### config.mk
export PLATFORM = sky130hd
export DESIGN_NAME = fifo_wr_arbiter_flat
export DESIGN_NICKNAME = d
export VERILOG_FILES = /design/src/rtl/fifo_wr_arbiter_if.sv /design/src/rtl/fifo_wr_arbiter.sv /design/src/flat_wrapper.sv
export SDC_FILE = /design/constraint.sdc
export NUM_CORES = 1
export LEC_CHECK = 0
export ABC_AREA = 1
export CAP_MARGIN = 20
export CELL_PAD_IN_SITES_DETAIL_PLACEMENT = 0
export CELL_PAD_IN_SITES_GLOBAL_PLACEMENT = 1
export CORE_ASPECT_RATIO = 2
export CORE_UTILIZATION = 24
export CTS_BUF_LIST = sky130_fd_sc_hd__clkbuf_16
export CTS_CLUSTER_SIZE = 30
export DETAILED_ROUTE_END_ITERATION = 10
export PLACE_DENSITY_LB_ADDON = 0.15
export SKIP_LAST_GASP = 1
export SLEW_MARGIN = 20
export SYNTH_ARGS = -nofsm -noshare
export SYNTH_HDL_FRONTEND = slang
export SYNTH_SLANG_ARGS = --single-unit
### constraint.sdc
create_clock -name clk -period 1.7 [get_ports clk]
set_clock_uncertainty 0.1 [all_clocks]
set_input_delay 0.51 -clock clk [delete_from_list [all_inputs] [get_ports clk]]
set_output_delay 0.51 -clock clk [all_outputs]
set_load 0.02 [all_outputs]
### src/rtl/fifo_wr_arbiter_if.sv
// Write-port bundle shared by NUM_REQ producers, the burst arbiter and the line/frame FIFO.
// The arbiter masters the FIFO write port; producers and the FIFO sit on the slave side.
interface fifo_wr_arbiter_if #(
    parameter int DATA_WIDTH = 8,
    parameter int NUM_REQ    = 4
);
    localparam int ID_WIDTH = $clog2(NUM_REQ);

    logic [NUM_REQ-1:0]            req_valid_i;
    logic [NUM_REQ*DATA_WIDTH-1:0] req_data_i;
    logic [NUM_REQ-1:0]            req_last_i;
    logic [NUM_REQ-1:0]            req_ready_o;
    logic                          fifo_wr_valid_o;
    logic [DATA_WIDTH-1:0]         fifo_data_o;
    logic [ID_WIDTH-1:0]           fifo_id_o;
    logic                          fifo_full_i;

    modport master (
        input  req_valid_i, req_data_i, req_last_i, fifo_full_i,
        output req_ready_o, fifo_wr_valid_o, fifo_data_o, fifo_id_o
    );

    modport slave (
        output req_valid_i, req_data_i, req_last_i, fifo_full_i,
        input  req_ready_o, fifo_wr_valid_o, fifo_data_o, fifo_id_o
    );
endinterface

### src/rtl/fifo_wr_arbiter.sv
// Round-robin burst arbiter: one producer owns the FIFO write port for a whole burst
// (or MAX_BURST beats), and every beat it writes is tagged with its requester ID.
module fifo_wr_arbiter #(
    parameter int DATA_WIDTH = 8,
    parameter int NUM_REQ    = 4,
    parameter int MAX_BURST  = 16
) (
    input  logic               clk,
    input  logic               rst,
    fifo_wr_arbiter_if.master  bus,
    output logic [NUM_REQ-1:0] grant_o,
    output logic               busy_o
);
    localparam int ID_WIDTH  = $clog2(NUM_REQ);
    localparam int CNT_WIDTH = $clog2(MAX_BURST + 1);

    localparam logic [CNT_WIDTH-1:0] CNT_CAP   = CNT_WIDTH'(MAX_BURST - 1);
    localparam logic [ID_WIDTH-1:0]  LAST_INIT = ID_WIDTH'(NUM_REQ - 1);

    localparam logic [0:0] IDLE  = 1'b0;
    localparam logic [0:0] GRANT = 1'b1;

    logic [0:0]            state;
    logic [ID_WIDTH-1:0]   gnt_id;
    logic [ID_WIDTH-1:0]   last_winner;
    logic [CNT_WIDTH-1:0]  beat_cnt;

    logic [ID_WIDTH-1:0]   winner;
    logic [ID_WIDTH-1:0]   cand;
    logic                  found;
    logic                  hs;
    logic                  release_burst;
    logic [DATA_WIDTH-1:0] req_data_a [NUM_REQ];

    always_comb begin
        for (int k = 0; k < NUM_REQ; k++) begin
            req_data_a[k] = bus.req_data_i[k*DATA_WIDTH +: DATA_WIDTH];
        end
    end

    // Search upward from the requester after the last winner, wrapping at NUM_REQ.
    always_comb begin
        // NOTE: every signal driven here gets a default first, so no path can infer a latch.
        winner = '0;
        cand   = '0;
        found  = 1'b0;
        for (int i = 1; i <= NUM_REQ; i++) begin
            if (int'(last_winner) + i >= NUM_REQ) begin
                cand = ID_WIDTH'(int'(last_winner) + i - NUM_REQ);
            end else begin
                cand = ID_WIDTH'(int'(last_winner) + i);
            end
            if (!found && bus.req_valid_i[cand]) begin
                found  = 1'b1;
                winner = cand;
            end
        end
    end

    assign hs            = (state == GRANT) && bus.req_valid_i[gnt_id] && !bus.fifo_full_i;
    assign release_burst = hs && (bus.req_last_i[gnt_id] || (beat_cnt == CNT_CAP));
    assign busy_o        = (state == GRANT);

    always_comb begin
        bus.fifo_wr_valid_o = hs;
        bus.fifo_data_o     = '0;
        bus.fifo_id_o       = '0;
        bus.req_ready_o     = '0;
        if (state == GRANT) begin
            bus.fifo_data_o             = req_data_a[gnt_id];
            bus.fifo_id_o               = gnt_id;
            bus.req_ready_o[gnt_id]     = !bus.fifo_full_i;
        end
    end

    // NOTE: registers use non-blocking assignments so every flop samples pre-edge values.
    always_ff @(posedge clk) begin
        if (rst) begin
            state       <= IDLE;
            grant_o     <= '0;
            gnt_id      <= '0;
            last_winner <= LAST_INIT;
            beat_cnt    <= '0;
        end else begin
            case (state)
                IDLE: begin
                    if (found) begin
                        state       <= GRANT;
                        grant_o     <= NUM_REQ'(1) << winner;
                        gnt_id      <= winner;
                        last_winner <= winner;
                        beat_cnt    <= '0;
                    end
                end
                GRANT: begin
                    if (release_burst) begin
                        state    <= IDLE;
                        grant_o  <= '0;
                        beat_cnt <= '0;
                    end else if (hs && (beat_cnt != CNT_CAP)) begin
                        beat_cnt <= beat_cnt + CNT_WIDTH'(1);
                    end
                end
            endcase
        end
    end
endmodule

### src/flat_wrapper.sv
// flat-port wrapper written by rule: the top's interface ports become plain ports
module fifo_wr_arbiter_flat 
#(
    parameter int DATA_WIDTH = 8,
    parameter int NUM_REQ    = 4,
    parameter int MAX_BURST  = 16
)
  (clk, rst, grant_o, busy_o, bus_req_valid_i, bus_req_data_i, bus_req_last_i, bus_fifo_full_i, bus_req_ready_o, bus_fifo_wr_valid_o, bus_fifo_data_o, bus_fifo_id_o);
  fifo_wr_arbiter_if #(.DATA_WIDTH(DATA_WIDTH), .NUM_REQ(NUM_REQ)) bus_i ();
  input  logic clk;
  input  logic rst;
  output logic [NUM_REQ-1:0] grant_o;
  output logic busy_o;
  input wire logic [$bits(bus_i.req_valid_i)-1:0] bus_req_valid_i;
  input wire logic [$bits(bus_i.req_data_i)-1:0] bus_req_data_i;
  input wire logic [$bits(bus_i.req_last_i)-1:0] bus_req_last_i;
  input wire logic [$bits(bus_i.fifo_full_i)-1:0] bus_fifo_full_i;
  output wire logic [$bits(bus_i.req_ready_o)-1:0] bus_req_ready_o;
  output wire logic [$bits(bus_i.fifo_wr_valid_o)-1:0] bus_fifo_wr_valid_o;
  output wire logic [$bits(bus_i.fifo_data_o)-1:0] bus_fifo_data_o;
  output wire logic [$bits(bus_i.fifo_id_o)-1:0] bus_fifo_id_o;
  assign bus_i.req_valid_i = bus_req_valid_i;
  assign bus_i.req_data_i = bus_req_data_i;
  assign bus_i.req_last_i = bus_req_last_i;
  assign bus_i.fifo_full_i = bus_fifo_full_i;
  assign bus_req_ready_o = bus_i.req_ready_o;
  assign bus_fifo_wr_valid_o = bus_i.fifo_wr_valid_o;
  assign bus_fifo_data_o = bus_i.fifo_data_o;
  assign bus_fifo_id_o = bus_i.fifo_id_o;
  fifo_wr_arbiter #(.DATA_WIDTH(DATA_WIDTH), .NUM_REQ(NUM_REQ), .MAX_BURST(MAX_BURST)) u_core (.clk(clk), .rst(rst), .bus(bus_i), .grant_o(grant_o), .busy_o(busy_o));
endmodule
==> qor.yml <==
critical-path-top-delay-family: "flip-flops"
drt_iter0_drc: 28
critPathMaxFanout: 5
fin_setup_tns_ns: -2.97
nets: 355
drc: 0
yosys_register_bits: 14
drv_slew: 0
cap_violations: 0
ys_seq_area_frac: 0.216
path_class: "reg -> out"
cp-start-kind: "flip-flop"
clkSinkCount: 14
crit_chain: "inv_4, nor2_4, inv_2, o21ai_2, nor2_2, nor2_4, buf_6"
crit_end: "bus_fifo_wr_valid_o"
postRouteAntennaNets: 0
syn_avg_cell_area_um2: 6.45
cp_num_buf_inv: 3
setup_violations: 19
syn_inst: 201
drive_above_1_share: 0.594
setup_slack_ns: -0.239
fin_crit_sh: 1.14
clockBufferDepth: 2
core-area_um2: 5180
run_status: "complete, but fails checks"
postCtsHoldBufs: 0
hold_viol: 0
fp.dieArea_um2: 5720
grt_pass1_vias: 1790
post_drt_via_cell_ratio: 4.67
r2r_start: "u_core.beat_cnt[0]$_SDFFE_PP0P_"
top_usage_layer: "met2"
r2r_end: "u_core.beat_cnt[2]$_SDFFE_PP0P_"
p_int_mw: 2.34
worstSkewPairLatency_ns: 0.24
numCtsBuffers: 3
grt_use_met1: 0.196
grt_pass1_wl_um: 7700
pwr-share-comb: 0.769
grt_usage: 0.178
die_y_um: 106
maxSlewHeadroom: 0.785
antenna_found_initial: 0
pwr-share-seq: 0.130
grtUsageMet2: 0.334
synth_nets: 246
p_clk_frac: 0.101
ys_types: 33
min_path_type: "reg -> reg"
clk_pin_slew_ns: 0.05
via_count: 1715
crit_top_cell: "nor2_4"
cts-root-buf: "clkbuf_16"
placement.io_buffers: 62
pre_cts_slack_ns: -0.924
grt_max_degree: 10
reg2regPathDepth: 10
ctsHtreeMaxLevel: 1
startpoint: "u_core.gnt_id[0]$_SDFFE_PP0P_"
worstSetupEndpointType: "primary output"
p_sw_frac: 0.461
violations: "setup timing"
synthToLayoutAreaGrowth_pct: 118
dp_cells: 352
worstPathArrival_ns: 1.33
cpPeakStageDelay_ns: 0.38
post-dp-hpwl_um: 3670
ir_drop_v: 0.00111
grt_overflow: 0
hold_ws_ns: 0.368
ios: 63
powerDensity_nw_per_um2: 1540
start_util: 0.250
p_total_mw: 4.35
fp-row-count: 37
routed_wirelength_um: 4730
path_depth: 7
ys_warn_count: 0
fin_cells: 367
crit_required_ns: 1.09
gp_congestion: 0.808
slowest_stage: "dfxtp_4"
synthesis.area_um2: 1300
tightest_slew_ns: 0.322
cts_tree: "yes"
grtUsageMet3: 0.0186
rsz0062_at_grt: "true"
power.static_leakage_nw: 1.27
min_period_ns: 1.94
die_x_um: 54.0
wire_per_inst_um: 12.9
clock.fmax_mhz: 516
rrSetupSlack_ns: -0.15
dr.pass1.iters: 3
p_sw_mw: 2.00
sequential cells by signal (all words and copies together), names as in the netlist:
name	flops
u_core.last_winner	2
u_core.beat_cnt	5
u_core.gnt_id	2
u_core.busy_o	1
u_core.grant_o	4
power groups by stage:
stage                     clock [mW]  sequential [mW]  combinational, mW
after floorplan                    0            0.540               1.51
after global placement             0            0.515               2.58
after detailed placement           0            0.513               2.58
after CTS                      0.442            0.552               3.17
after global routing           0.461            0.584               3.61
final                          0.439            0.565               3.34
per-layer routing:
layer | part of all wire | up-vias
li1 | - | 891
met1 | 0.37 | 790
met2 | 0.60 | 28
met3 | 0.021 | 6
met4 | 0.011 | 0
met5 | 0 | -
worst min path at each step:
stage	cells past startpoint	startpoint	slack [ns]	endpoint
3_5_place_dp	2	u_core.beat_cnt[4]$_SDFFE_PP0P_	0.38	u_core.beat_cnt[4]$_SDFFE_PP0P_
5_1_grt	2	u_core.grant_o[2]$_SDFFE_PP0P_	0.38	u_core.grant_o[2]$_SDFFE_PP0P_
2_1_floorplan	2	u_core.beat_cnt[4]$_SDFFE_PP0P_	0.36	u_core.beat_cnt[4]$_SDFFE_PP0P_
3_3_place_gp	2	u_core.beat_cnt[4]$_SDFFE_PP0P_	0.37	u_core.beat_cnt[4]$_SDFFE_PP0P_
4_1_cts	2	u_core.grant_o[2]$_SDFFE_PP0P_	0.37	u_core.grant_o[2]$_SDFFE_PP0P_
6_report	2	u_core.grant_o[2]$_SDFFE_PP0P_	0.37	u_core.grant_o[2]$_SDFFE_PP0P_
worst register-to-register path, stage by stage, from the launching register on:
cell	delay [ns]
dfxtp_2	0.31
ha_2	0.18
and3_4	0.19
ha_4	0.15
a21oi_2	0.09
nand4_1	0.20
nand2_8	0.17
nand2_1	0.06
nor2_1	0.14
nand2_2	0.07
a21oi_2	0.11
cells by family (layout without fill, tap and decap cells):
family                     after synthesis  after routing  share of synthesized area
DFF                                     14             14                      0.216
adders and majority gates                2              2                     0.0193
AOI/OAI and AO/OA                       35             35                      0.177
other                                    0              1                          0
xor gates and xnor gates                 2              2                     0.0135
and+or+nand+nor                        116            116                      0.453
buffers and inverters                   32            139                      0.122
what timing repair did:
item,4_1_cts,5_1_grt
gates resized for setup,224,37
buffers inserted,10,1
pin swaps,52,9
endpoints found under the setup margin,34,27
gates cloned,1,0
final cells by class:
class,count,area [µm²]
sequential,14,298
fill,543,2360
tap,58,72.6
clock buffer,3,75.1
multi-input combinational,155,1250
timing repair buffer,112,1010
inverter,24,115
antenna,1,2.50
metrics by stage:
step | instance area [µm²] | util
4_1_cts | 2680 | 0.517
5_1_grt | 2830 | 0.545
6_report | 2830 | 0.546
3_5_place_dp | 2310 | 0.445
2_1_floorplan | 1360 | -
3_3_place_gp | 2310 | 0.445
synthesized netlist by cell type:
| cell | number | area (µm²) |
|---|---|---|
| nand2_4 | 8 | 90.1 |
| inv_2 | 3 | 11.3 |
| o21bai_4 | 1 | 18.8 |
| buf_2 | 2 | 10.0 |
| nand3_1 | 27 | 135 |
| buf_1 | 1 | 3.75 |
| nor3_1 | 1 | 5.00 |
| nand2_2 | 6 | 37.5 |
| nor2_2 | 1 | 6.26 |
| a21oi_2 | 1 | 8.76 |
| a31oi_1 | 8 | 50.1 |
| o21ai_1 | 1 | 5.00 |
| and3_1 | 1 | 6.26 |
| buf_6 | 2 | 22.5 |
| xor2_1 | 2 | 17.5 |
| nor2_4 | 3 | 33.8 |
| o22ai_1 | 1 | 6.26 |
| dlygate4sd3_1 | 1 | 10.0 |
| ha_1 | 2 | 25.0 |
| nor2_1 | 12 | 45.0 |
| buf_8 | 1 | 15.0 |
| inv_1 | 19 | 71.3 |
| a22oi_1 | 8 | 60.1 |
| nand4_1 | 3 | 18.8 |
| o21ai_0 | 1 | 5.00 |
| clkbuf_1 | 1 | 3.75 |
| o211ai_1 | 2 | 15.0 |
| inv_4 | 1 | 6.26 |
| clkinv_1 | 1 | 3.75 |
| a21oi_1 | 12 | 60.1 |
| nand2_1 | 53 | 199 |
| dfxtp_1 | 14 | 280 |
| nand3_2 | 1 | 10.0 |
layout by cell type, fill, tap and decap left out, drive strengths merged, types with 3 or more instances in the layout:
| master | instances |
|---|---|
| a21oi | 13 |
| inv | 22 |
| nand3 | 28 |
| nand4 | 3 |
| clkbuf | 3 |
| nor2 | 16 |
| a31oi | 8 |
| nand2 | 67 |
| buf | 70 |
| a22oi | 8 |
| dlygate4sd2 | 37 |
| clkdlybuf4s50 | 5 |
| dfxtp | 14 |
(Power assumes the default switching activity.)
